File: config.mk
export PLATFORM = sky130hd
export DESIGN_NAME = fp10_mul_arbiter
export DESIGN_NICKNAME = d
export VERILOG_FILES = /design/src/rtl/fp10_pkg.sv /design/src/rtl/fp10_mul_core.sv /design/src/rtl/fp10_mul_arbiter.sv
export SDC_FILE = /design/constraint.sdc
export NUM_CORES = 1
export LEC_CHECK = 0
export ABC_AREA = 0
export CELL_PAD_IN_SITES_DETAIL_PLACEMENT = 0
export CELL_PAD_IN_SITES_GLOBAL_PLACEMENT = 1
export CORE_MARGIN = 2
export CORE_UTILIZATION = 31
export CTS_CLUSTER_DIAMETER = 40
export DETAILED_ROUTE_END_ITERATION = 10
export HOLD_SLACK_MARGIN = 0.03
export PLACE_DENSITY = 0.87
export SLEW_MARGIN = 20
export SYNTH_ARGS = -nofsm -noshare
export SYNTH_HDL_FRONTEND = slang
export SYNTH_SLANG_ARGS = --single-unit
File: constraint.sdc
create_clock -name clk -period 4.55 [get_ports clk]
set_input_delay 0.91 -clock clk [delete_from_list [all_inputs] [get_ports clk]]
set_output_delay 0.91 -clock clk [all_outputs]
set_load 0.03 [all_outputs]
File: src/rtl/fp10_pkg.sv
// Shared FP10 format constants: sign[9] exp[8:4] man[3:0], bias 15.
package fp10_pkg;
    localparam int N    = 10;
    localparam int E    = 5;
    localparam int MA   = 4;
    localparam int BIAS = 15;

    localparam int SIGN_BIT = 9;
    localparam int EXP_MSB  = 8;
    localparam int EXP_LSB  = 4;
    localparam int MAN_MSB  = 3;
    localparam int MAN_LSB  = 0;

    localparam int PROD_W = 2 * (MA + 1);
endpackage

File: src/rtl/fp10_mul_core.sv
// Combinational FP10 multiply: hidden-bit product, one-step normalise, G/R/sticky
// round-up, modulo-32 exponent. No special-value handling of any kind.
module fp10_mul_core
    import fp10_pkg::*;
(
    input  logic [N-1:0] a,
    input  logic [N-1:0] b,
    output logic [N-1:0] y
);
    logic [PROD_W-1:0] prod;
    logic [PROD_W-1:0] prod_n;
    logic              sticky;
    logic              nrm;
    logic              rnd_up;
    logic [MA-1:0]     man;
    logic [E-1:0]      exp_sum;

    always_comb begin
        prod   = PROD_W'({1'b1, a[MAN_MSB:MAN_LSB]}) * PROD_W'({1'b1, b[MAN_MSB:MAN_LSB]});
        // Sticky is taken from the raw product, before the normalising shift.
        sticky = |prod[2:0];
        nrm    = prod[PROD_W-1];
        prod_n = nrm ? prod : (prod << 1);
        rnd_up = prod_n[4] & (prod_n[3] | sticky);
        man    = prod_n[8:5] + {{(MA-1){1'b0}}, rnd_up};
        exp_sum = a[EXP_MSB:EXP_LSB] + b[EXP_MSB:EXP_LSB] - E'(BIAS) + {{(E-1){1'b0}}, nrm};
        y      = {a[SIGN_BIT] ^ b[SIGN_BIT], exp_sum, man};
    end
endmodule

File: src/rtl/fp10_mul_arbiter.sv
// Round-robin arbiter sharing one FP10 multiplier between NREQ requesters,
// behind a two-stage pipeline (S1 operands, S2 result) with an op counter.
module fp10_mul_arbiter #(
    parameter int NREQ = 4,
    parameter int N    = fp10_pkg::N
) (
    input  logic                     clk,
    input  logic                     rst,
    input  logic [NREQ-1:0]          req_valid,
    output logic [NREQ-1:0]          req_ready,
    input  logic [NREQ*N-1:0]        req_a,
    input  logic [NREQ*N-1:0]        req_b,
    output logic                     rsp_valid,
    input  logic                     rsp_ready,
    output logic [N-1:0]             rsp_y,
    output logic [$clog2(NREQ)-1:0]  rsp_id,
    output logic [15:0]              op_count
);
    localparam int IW = $clog2(NREQ);

    // Handshake: a transfer happens on an edge where valid && ready are both 1.
    // Producers hold data stable while valid; req_ready is a function of
    // req_valid, pipeline occupancy, rsp_ready and rst only, never of operands.
    logic          v1_q, v1_d, v2_q, v2_d;
    logic [N-1:0]  a1_q, a1_d, b1_q, b1_d, y2_q, y2_d;
    logic [IW-1:0] id1_q, id1_d, id2_q, id2_d, ptr_q, ptr_d;
    logic [15:0]   cnt_q, cnt_d;
    logic [IW-1:0] win, cand;
    logic [N-1:0]  a_sel, b_sel, core_y;
    logic          found, gnt, advance1, advance2;

    fp10_mul_core u_core (
        .a (a1_q),
        .b (b1_q),
        .y (core_y)
    );

    always_comb begin
        found = 1'b0;
        win   = ptr_q;
        cand  = ptr_q;
        for (int k = 1; k <= NREQ; k++) begin
            cand = IW'((int'(ptr_q) + k) % NREQ);
            if (!found && req_valid[cand]) begin
                found = 1'b1;
                win   = cand;
            end
        end
        advance2  = !v2_q || rsp_ready;
        advance1  = !v1_q || advance2;
        gnt       = found && advance1 && !rst;
        req_ready = gnt ? (NREQ'(1) << win) : '0;
    end

    always_comb begin
        a_sel = '0;
        b_sel = '0;
        for (int i = 0; i < NREQ; i++) begin
            if (win == IW'(i)) begin
                a_sel = req_a[i*N +: N];
                b_sel = req_b[i*N +: N];
            end
        end
    end

    always_comb begin
        v1_d  = v1_q;
        a1_d  = a1_q;
        b1_d  = b1_q;
        id1_d = id1_q;
        v2_d  = v2_q;
        y2_d  = y2_q;
        id2_d = id2_q;
        ptr_d = ptr_q;
        cnt_d = cnt_q;
        if (advance2) begin
            v2_d  = v1_q;
            y2_d  = core_y;
            id2_d = id1_q;
        end
        if (advance1) begin
            v1_d = gnt;
        end
        if (gnt) begin
            a1_d  = a_sel;
            b1_d  = b_sel;
            id1_d = win;
            ptr_d = win;
            cnt_d = cnt_q + 16'd1;
        end
    end

    always_ff @(posedge clk) begin
        if (rst) begin
            v1_q  <= 1'b0;
            a1_q  <= '0;
            b1_q  <= '0;
            id1_q <= '0;
            v2_q  <= 1'b0;
            y2_q  <= '0;
            id2_q <= '0;
            // Reset pointer to the last index so requester 0 is searched first.
            ptr_q <= IW'(NREQ - 1);
            cnt_q <= '0;
        end else begin
            v1_q  <= v1_d;
            a1_q  <= a1_d;
            b1_q  <= b1_d;
            id1_q <= id1_d;
            v2_q  <= v2_d;
            y2_q  <= y2_d;
            id2_q <= id2_d;
            ptr_q <= ptr_d;
            cnt_q <= cnt_d;
        end
    end

    assign rsp_valid = v2_q;
    assign rsp_y     = y2_q;
    assign rsp_id    = id2_q;
    assign op_count  = cnt_q;
endmodule

Word-level counts from Yosys, hierarchy flattened
Cells that the tools add are included.
{ "totals": {"ff_bits": 54, "output_inout_bits": 33} }
{ "op_classes": {"n_addsub": 9, "multipliers": 1, "order_cmp": 4, "eq_ne": 3, "shift": 1, "n_mux": 26, "bitwise_logic": 3, "reduce_logical": 15} }
{ "ops": {"columns": ["cell", "n"], "rows": [
  ["2-to-1 mux 10 bit", 8],
  ["adder 16 x 1 -> 16 bit (second input constant)", 1],
  ["less-than comparator 2 x 3 -> 1 bit (second input constant)", 4],
  ["multiplier 5 x 5 -> 10 bit", 1],
  ["2-to-1 mux 9 bit", 1],
  ["binary-select mux 1 bit (select 2 bit)", 4],
  ["2-to-1 mux 1 bit", 8],
  ["2-to-1 mux 2 bit", 4],
  ["zero test 1 bit", 6],
  ["adder 5 x 1 -> 5 bit", 1],
  ["adder 5 bit", 1],
  ["logical AND 1 bit", 5],
  ["subtractor 5 x 4 -> 5 bit (second input constant)", 1],
  ["adder 2 x 1 -> 2 bit (second input constant)", 2],
  ["adder 2 bit (second input constant)", 2],
  ["adder 4 x 1 -> 4 bit", 1],
  ["== test 2 bit (second input constant)", 2],
  ["2-to-1 mux 4 bit", 1],
  ["left shift 1 x 2 -> 4 bit (first input constant)", 1],
  ["OR reduction 3 bit", 1],
  ["== test 2 x 1 -> 1 bit (second input constant)", 1],
  ["zero test 2 bit", 1],
  ["logical OR 1 bit", 2],
  ["AND 1 bit", 1],
  ["other kinds (2)", 2]
]} }

Depth between registers and ports, before layout
{ "depth": {"depth_word": 18, "depth_mapped": 19, "mapped_depth_nobuf": 18} }

Cells and area by module
Synthesis repeated with hierarchy kept, for this count alone.
{ "unflattened": {"hier_cells": 468, "hier_area_um2": 4175.3} }
{ "modules_own_cells": {"columns": ["mod", "n_inst", "cells_each", "area_each_um2", "seq_area_each_um2"], "rows": [
  ["fp10_mul_arbiter", 1, 340, 3066.7, 1081.0],
  ["fp10_mul_core", 1, 128, 1108.6, 0.0]
]} }

Worst setup path before layout
OpenSTA, ideal clock, no wires.
{ "synth_path": {"kind": "register -> register", "start": "register b1_q[3]", "end": "register y2_q[8], in the netlist rsp_y[8]", "arrival_ns": 4.466, "required_time_ns": 4.464, "slack_ns": -0.001, "path_stages_with_launch": 20, "path_buffers": 1, "synth_period_minus_slack_ns": 4.551, "cell_sequence": "dfxtp_1 > and2_1 > fa_1 > inv_1 > fa_1 > fa_1 > inv_1 > ha_1 > a21o_1 > a21oi_1 > nand2_1 > o211a_1 > buf_6 > xor2_1 > ha_1 > fa_1 > a21o_1 > a21oi_1 > xnor2_1 > a211oi_1"} }
{ "synth_between": {"elab_chain_cells": 2} }
{ "synth_rtl": {"columns": ["element", "line_no", "source"], "rows": [
  ["start: declaration", "fp10_mul_arbiter.sv:25", "logic [N-1:0] a1_q, a1_d, b1_q, b1_d, y2_q, y2_d;"],
  ["start signal: assignment", "fp10_mul_arbiter.sv:97", "b1_q <= '0;"],
  ["start signal: assignment", "fp10_mul_arbiter.sv:108", "b1_q <= b1_d;"],
  ["multiplier 5 x 5 -> 10 bit", "fp10_mul_core.sv:19", "prod = PROD_W'({1'b1, a[MAN_MSB:MAN_LSB]}) * PROD_W'({1'b1, b[MAN_MSB:MAN_LSB]});"],
  ["adder 5 x 1 -> 5 bit", "fp10_mul_core.sv:26", "exp_sum = a[EXP_MSB:EXP_LSB] + b[EXP_MSB:EXP_LSB] - E'(BIAS) + {{(E-1){1'b0}}, nrm};"],
  ["end signal: assignment", "fp10_mul_arbiter.sv:111", "y2_q <= y2_d;"],
  ["end: declaration", "fp10_mul_arbiter.sv:25", null]
]} }
Every way passes these cells.
A chain may end at the register's enable or synchronous reset.

Final worst setup path
{ "layout_path": {"start": "register a1_q[1]", "end": "register y2_q[8], in the netlist rsp_y[8]"} }
{ "layout_between": {"elab_chain_cells": 2} }
{ "layout_rtl": {"columns": ["element", "line_no", "source"], "rows": [
  ["start: declaration", "fp10_mul_arbiter.sv:25", null],
  ["start signal: assignment", "fp10_mul_arbiter.sv:96", "a1_q <= '0;"],
  ["start signal: assignment", "fp10_mul_arbiter.sv:107", "a1_q <= a1_d;"],
  ["multiplier 5 x 5 -> 10 bit", "fp10_mul_core.sv:19", null],
  ["adder 5 x 1 -> 5 bit", "fp10_mul_core.sv:26", null]
]} }
Every way passes these cells.

==> flow_summary.yaml <==
status:
  run_status: "completed"
global_route:
  grt_util_met3: 0.0230
  grt_max_degree: 56
  grt_use_met1: 0.189
  grt_pass1_vias: 3534
  antenna_found_initial: 0
  busiest_layer: "met2"
  use_met2: 0.257
  grt_pass1_wl_um: 16200
  track_usage: 0.147
  grt_overflow: 0
clock_network:
  cts_hold_buf: 0
  cts_tree: "yes"
  numClockSinks: 54
  clk_pin_slew_ns: 0.08
  clkLatencyLatePin_ns: 0.30
  cts-buffers-inserted: 5
  root_buffer: "clkbuf_16"
  htreeDepth: 2
  clockBufferDepth: 2
timing:
  period_share: 0.948
  setup_viol: 0
  fin_hold_ws_ns: 0.451
  worst_pin_slew_ns: 0.579
  max_freq_ghz: 0.232
  relSlewSlack: 0.614
  skew_ns: 0.0136
  layout_setup_ws_ns: 0.235
  maxSlewViolCount: 0
  finalHoldViolCount: 0
  fin_crit_ns: 4.31
floorplan:
  core.rowCount: 40
  dieArea_mm2: 0.0134
  die_h_um: 116
  start_util: 0.319
  io_pins: 120
  coreArea_mm2: 0.0121
  die_w_um: 116
power:
  p_per_area_mw_per_mm2: 341
  irDropWorstVdd_mv: 0.149
  power.leakage_nw: 2.28
place:
  io_buffers: 119
  place_hpwl_um: 7810
  gp_congestion: 0.820
  place_ws_ns: -0.0653
critical_path:
  critPathKind: "register to register"
  crit_fanout: 4
  slowest_stage: "fa_1"
  slowest_delay_ns: 0.50
  critPathLaunchType: "register"
  crit_top_cell: "fa_1"
  crit_chain: "and2_1 -> fa_1 -> inv_1 -> fa_1 -> fa_1 -> inv_1 -> ha_2 -> a21o_1 -> a21oi_2 -> nand2_1 -> o211a_1 -> xor2_1 -> ha_2 -> fa_2 -> a21o_1 -> a21oi_2 -> xnor2_1 -> a211oi_1"
  crit_arrival_ns: 4.53
  required_ns: 4.76
  endpoint_kind: "register"
synthesis:
  synth_cell_types: 52
  ys_ff_latch: 54
  async_reset_ff_frac: 0
  ys_warn_count: 0
  syn_area_mm2: 0.00386
  syn_nets: 574
  synth_cells: 450
  synth-seq-area-share: 0.280
  synth_edf_count: 0
  postSynthAreaPerCell_um2: 8.58
  synthFlopType: "dfxtp_1"
cells_and_area:
  finish.utilization: 0.448
  fin_nets: 691
  multi_input_area_mm2: 0.00262
  seq_area_mm2: 0.00108
  layout-drive-gt1-share: 0.109
  num_antenna_cells: 0
  fillers: 1204
  area_growth_pct: 40.5
worst_hold_path:
  hold_path_class: "register to register"
run:
  cap_viol_max_count: 0
route:
  drt_iter0_markers: 131
  vias: 3493
  drt-vias-per-instance: 4.75
  postRouteAntennaNets: 0
  post_drt_wl_per_cell_um: 13.3
  wirelength_um: 9770
  first_pass_iters: 4
  drc: 0
## stage by stage
step / TNS [ns] / cell area [µm²] / total power [W] / std cells
final: 0 / 5430 / 0.00185 / 735
after global routing: -0.00877 / 5430 / 0.00199 / 735
after CTS: 0 / 5410 / 0.00186 / 734
after detailed placement: -0.0653 / 5260 / 0.00147 / 727
after global placement: 0 / 5260 / 0.00145 / 727
after floorplan: 0 / 3860 / 0.00118 / 450
## critical path, delay by kind of cell, from the launching register on
| family | cells | cell delay (ns) |
|---|---|---|
| buffers and inverters | 2 | 0.09 |
| AO/OA/AOI/OAI | 6 | 1.12 |
| flip-flops | 1 | 0.33 |
| XOR/XNOR | 2 | 0.23 |
| adder cells (fa/ha/maj) | 6 | 2.20 |
| AND/OR/NAND/NOR | 2 | 0.25 |
## synthesized netlist by cell type (3+ instances only)
cell / number / area [µm²]
and3_1: 5 / 31.3
buf_4: 5 / 37.5
inv_1: 20 / 75.1
a21oi_1: 35 / 175
clkbuf_1: 15 / 56.3
o31ai_1: 3 / 22.5
nand2b_1: 3 / 18.8
a21o_1: 6 / 45.0
a21boi_0: 3 / 22.5
fa_1: 10 / 200
o21ai_0: 11 / 55.1
xor2_1: 17 / 149
xnor2_1: 10 / 87.6
and2_1: 10 / 62.6
nor3_1: 3 / 15.0
dfxtp_1: 54 / 1080
nand2_1: 58 / 218
mux2_2: 21 / 236
nor2_1: 40 / 150
nand3_1: 6 / 30.0
nand4_1: 3 / 18.8
o211ai_1: 14 / 105
nand3b_1: 9 / 67.6
mux2i_1: 22 / 220
a211oi_1: 7 / 52.6
ha_1: 27 / 338
and4_1: 3 / 26.3
## where the power goes
group / switching, W / internal [W]
Combinational: 0.000453 / 0.000418
Sequential: 0.0000533 / 0.000545
Clock: 0.000178 / 0.000203
Total: 0.000685 / 0.00116
## worst paths after layout
| kind | from | endpoint | slack [ns] | cells after the start |
|---|---|---|---|---|
| min | rsp_y[1]$_SDFFE_PP0P_ | rsp_y[1]$_SDFFE_PP0P_ | 0.45 | 2 |
| min reg2reg | rsp_y[1]$_SDFFE_PP0P_ | rsp_y[1]$_SDFFE_PP0P_ | 0.45 | 2 |
| max | a1_q[1]$_SDFFE_PP0P_ | rsp_y[8]$_SDFFE_PP0P_ | 0.24 | 18 |
| max reg2reg | a1_q[1]$_SDFFE_PP0P_ | rsp_y[8]$_SDFFE_PP0P_ | 0.24 | 18 |
## cells in the final DEF (no fill, tap or decap), types with 10 or more instances in the layout
master,Yosys,layout
o21ai_0,11,11
inv_1,20,20
mux2i_1,22,22
a21oi_1,35,33
nand2_1,58,58
xor2_1,17,17
mux2_2,21,21
o211ai_1,14,14
dfxtp_1,54,53
xnor2_1,10,10
clkdlybuf4s50_1,0,116
nor2_1,40,40
buf_4,5,18
and2_1,10,10
ha_1,27,24
## registers in the layout (all words and copies together) (netlist names)
signal,cells
rsp_y,10
op_count,16
ptr_q,2
rsp_valid,1
a1_q,10
b1_q,10
rsp_id,2
id1_q,2
v1_q,1
## cell families after synthesis
family | count (synthesis) | synth area share
flip-flops | 54 | 0.280
multiplexers | 44 | 0.122
XOR/XNOR | 27 | 0.0612
AND/OR/NAND/NOR | 152 | 0.188
buffers and inverters | 45 | 0.0528
AO/OA/AOI/OAI | 91 | 0.157
adder cells (fa/ha/maj) | 37 | 0.139
## metal layers
metal / up-vias / wire (µm)
met5: - / 0
met4: 0 / 103
met3: 10 / 433
met2: 90 / 4660
met1: 1600 / 4570
li1: 1793 / -
## cell type report
| type | instances | share of cell area |
|---|---|---|
| multi-input cells | 351 | 0.483 |
| repair buffers | 135 | 0.240 |
| flip-flops and latches | 54 | 0.199 |
| well taps | 168 | 0.0387 |
| clock buffers | 5 | 0.0231 |
| inverters | 20 | 0.0138 |
| clock inverters | 2 | 0.00254 |
## repair_timing
| action | 4_1_cts | 5_1_grt |
|---|---|---|
| resized for setup | 2 | 5 |
| endpoints found under the hold margin | 0 | 0 |
| setup buffers | 0 | 1 |
| setup endpoints to repair | 1 | 3 |
| gates cloned | 0 | 0 |
| pin swaps | 0 | 9 |
Note: power is estimated with default switching activity, not from simulation.
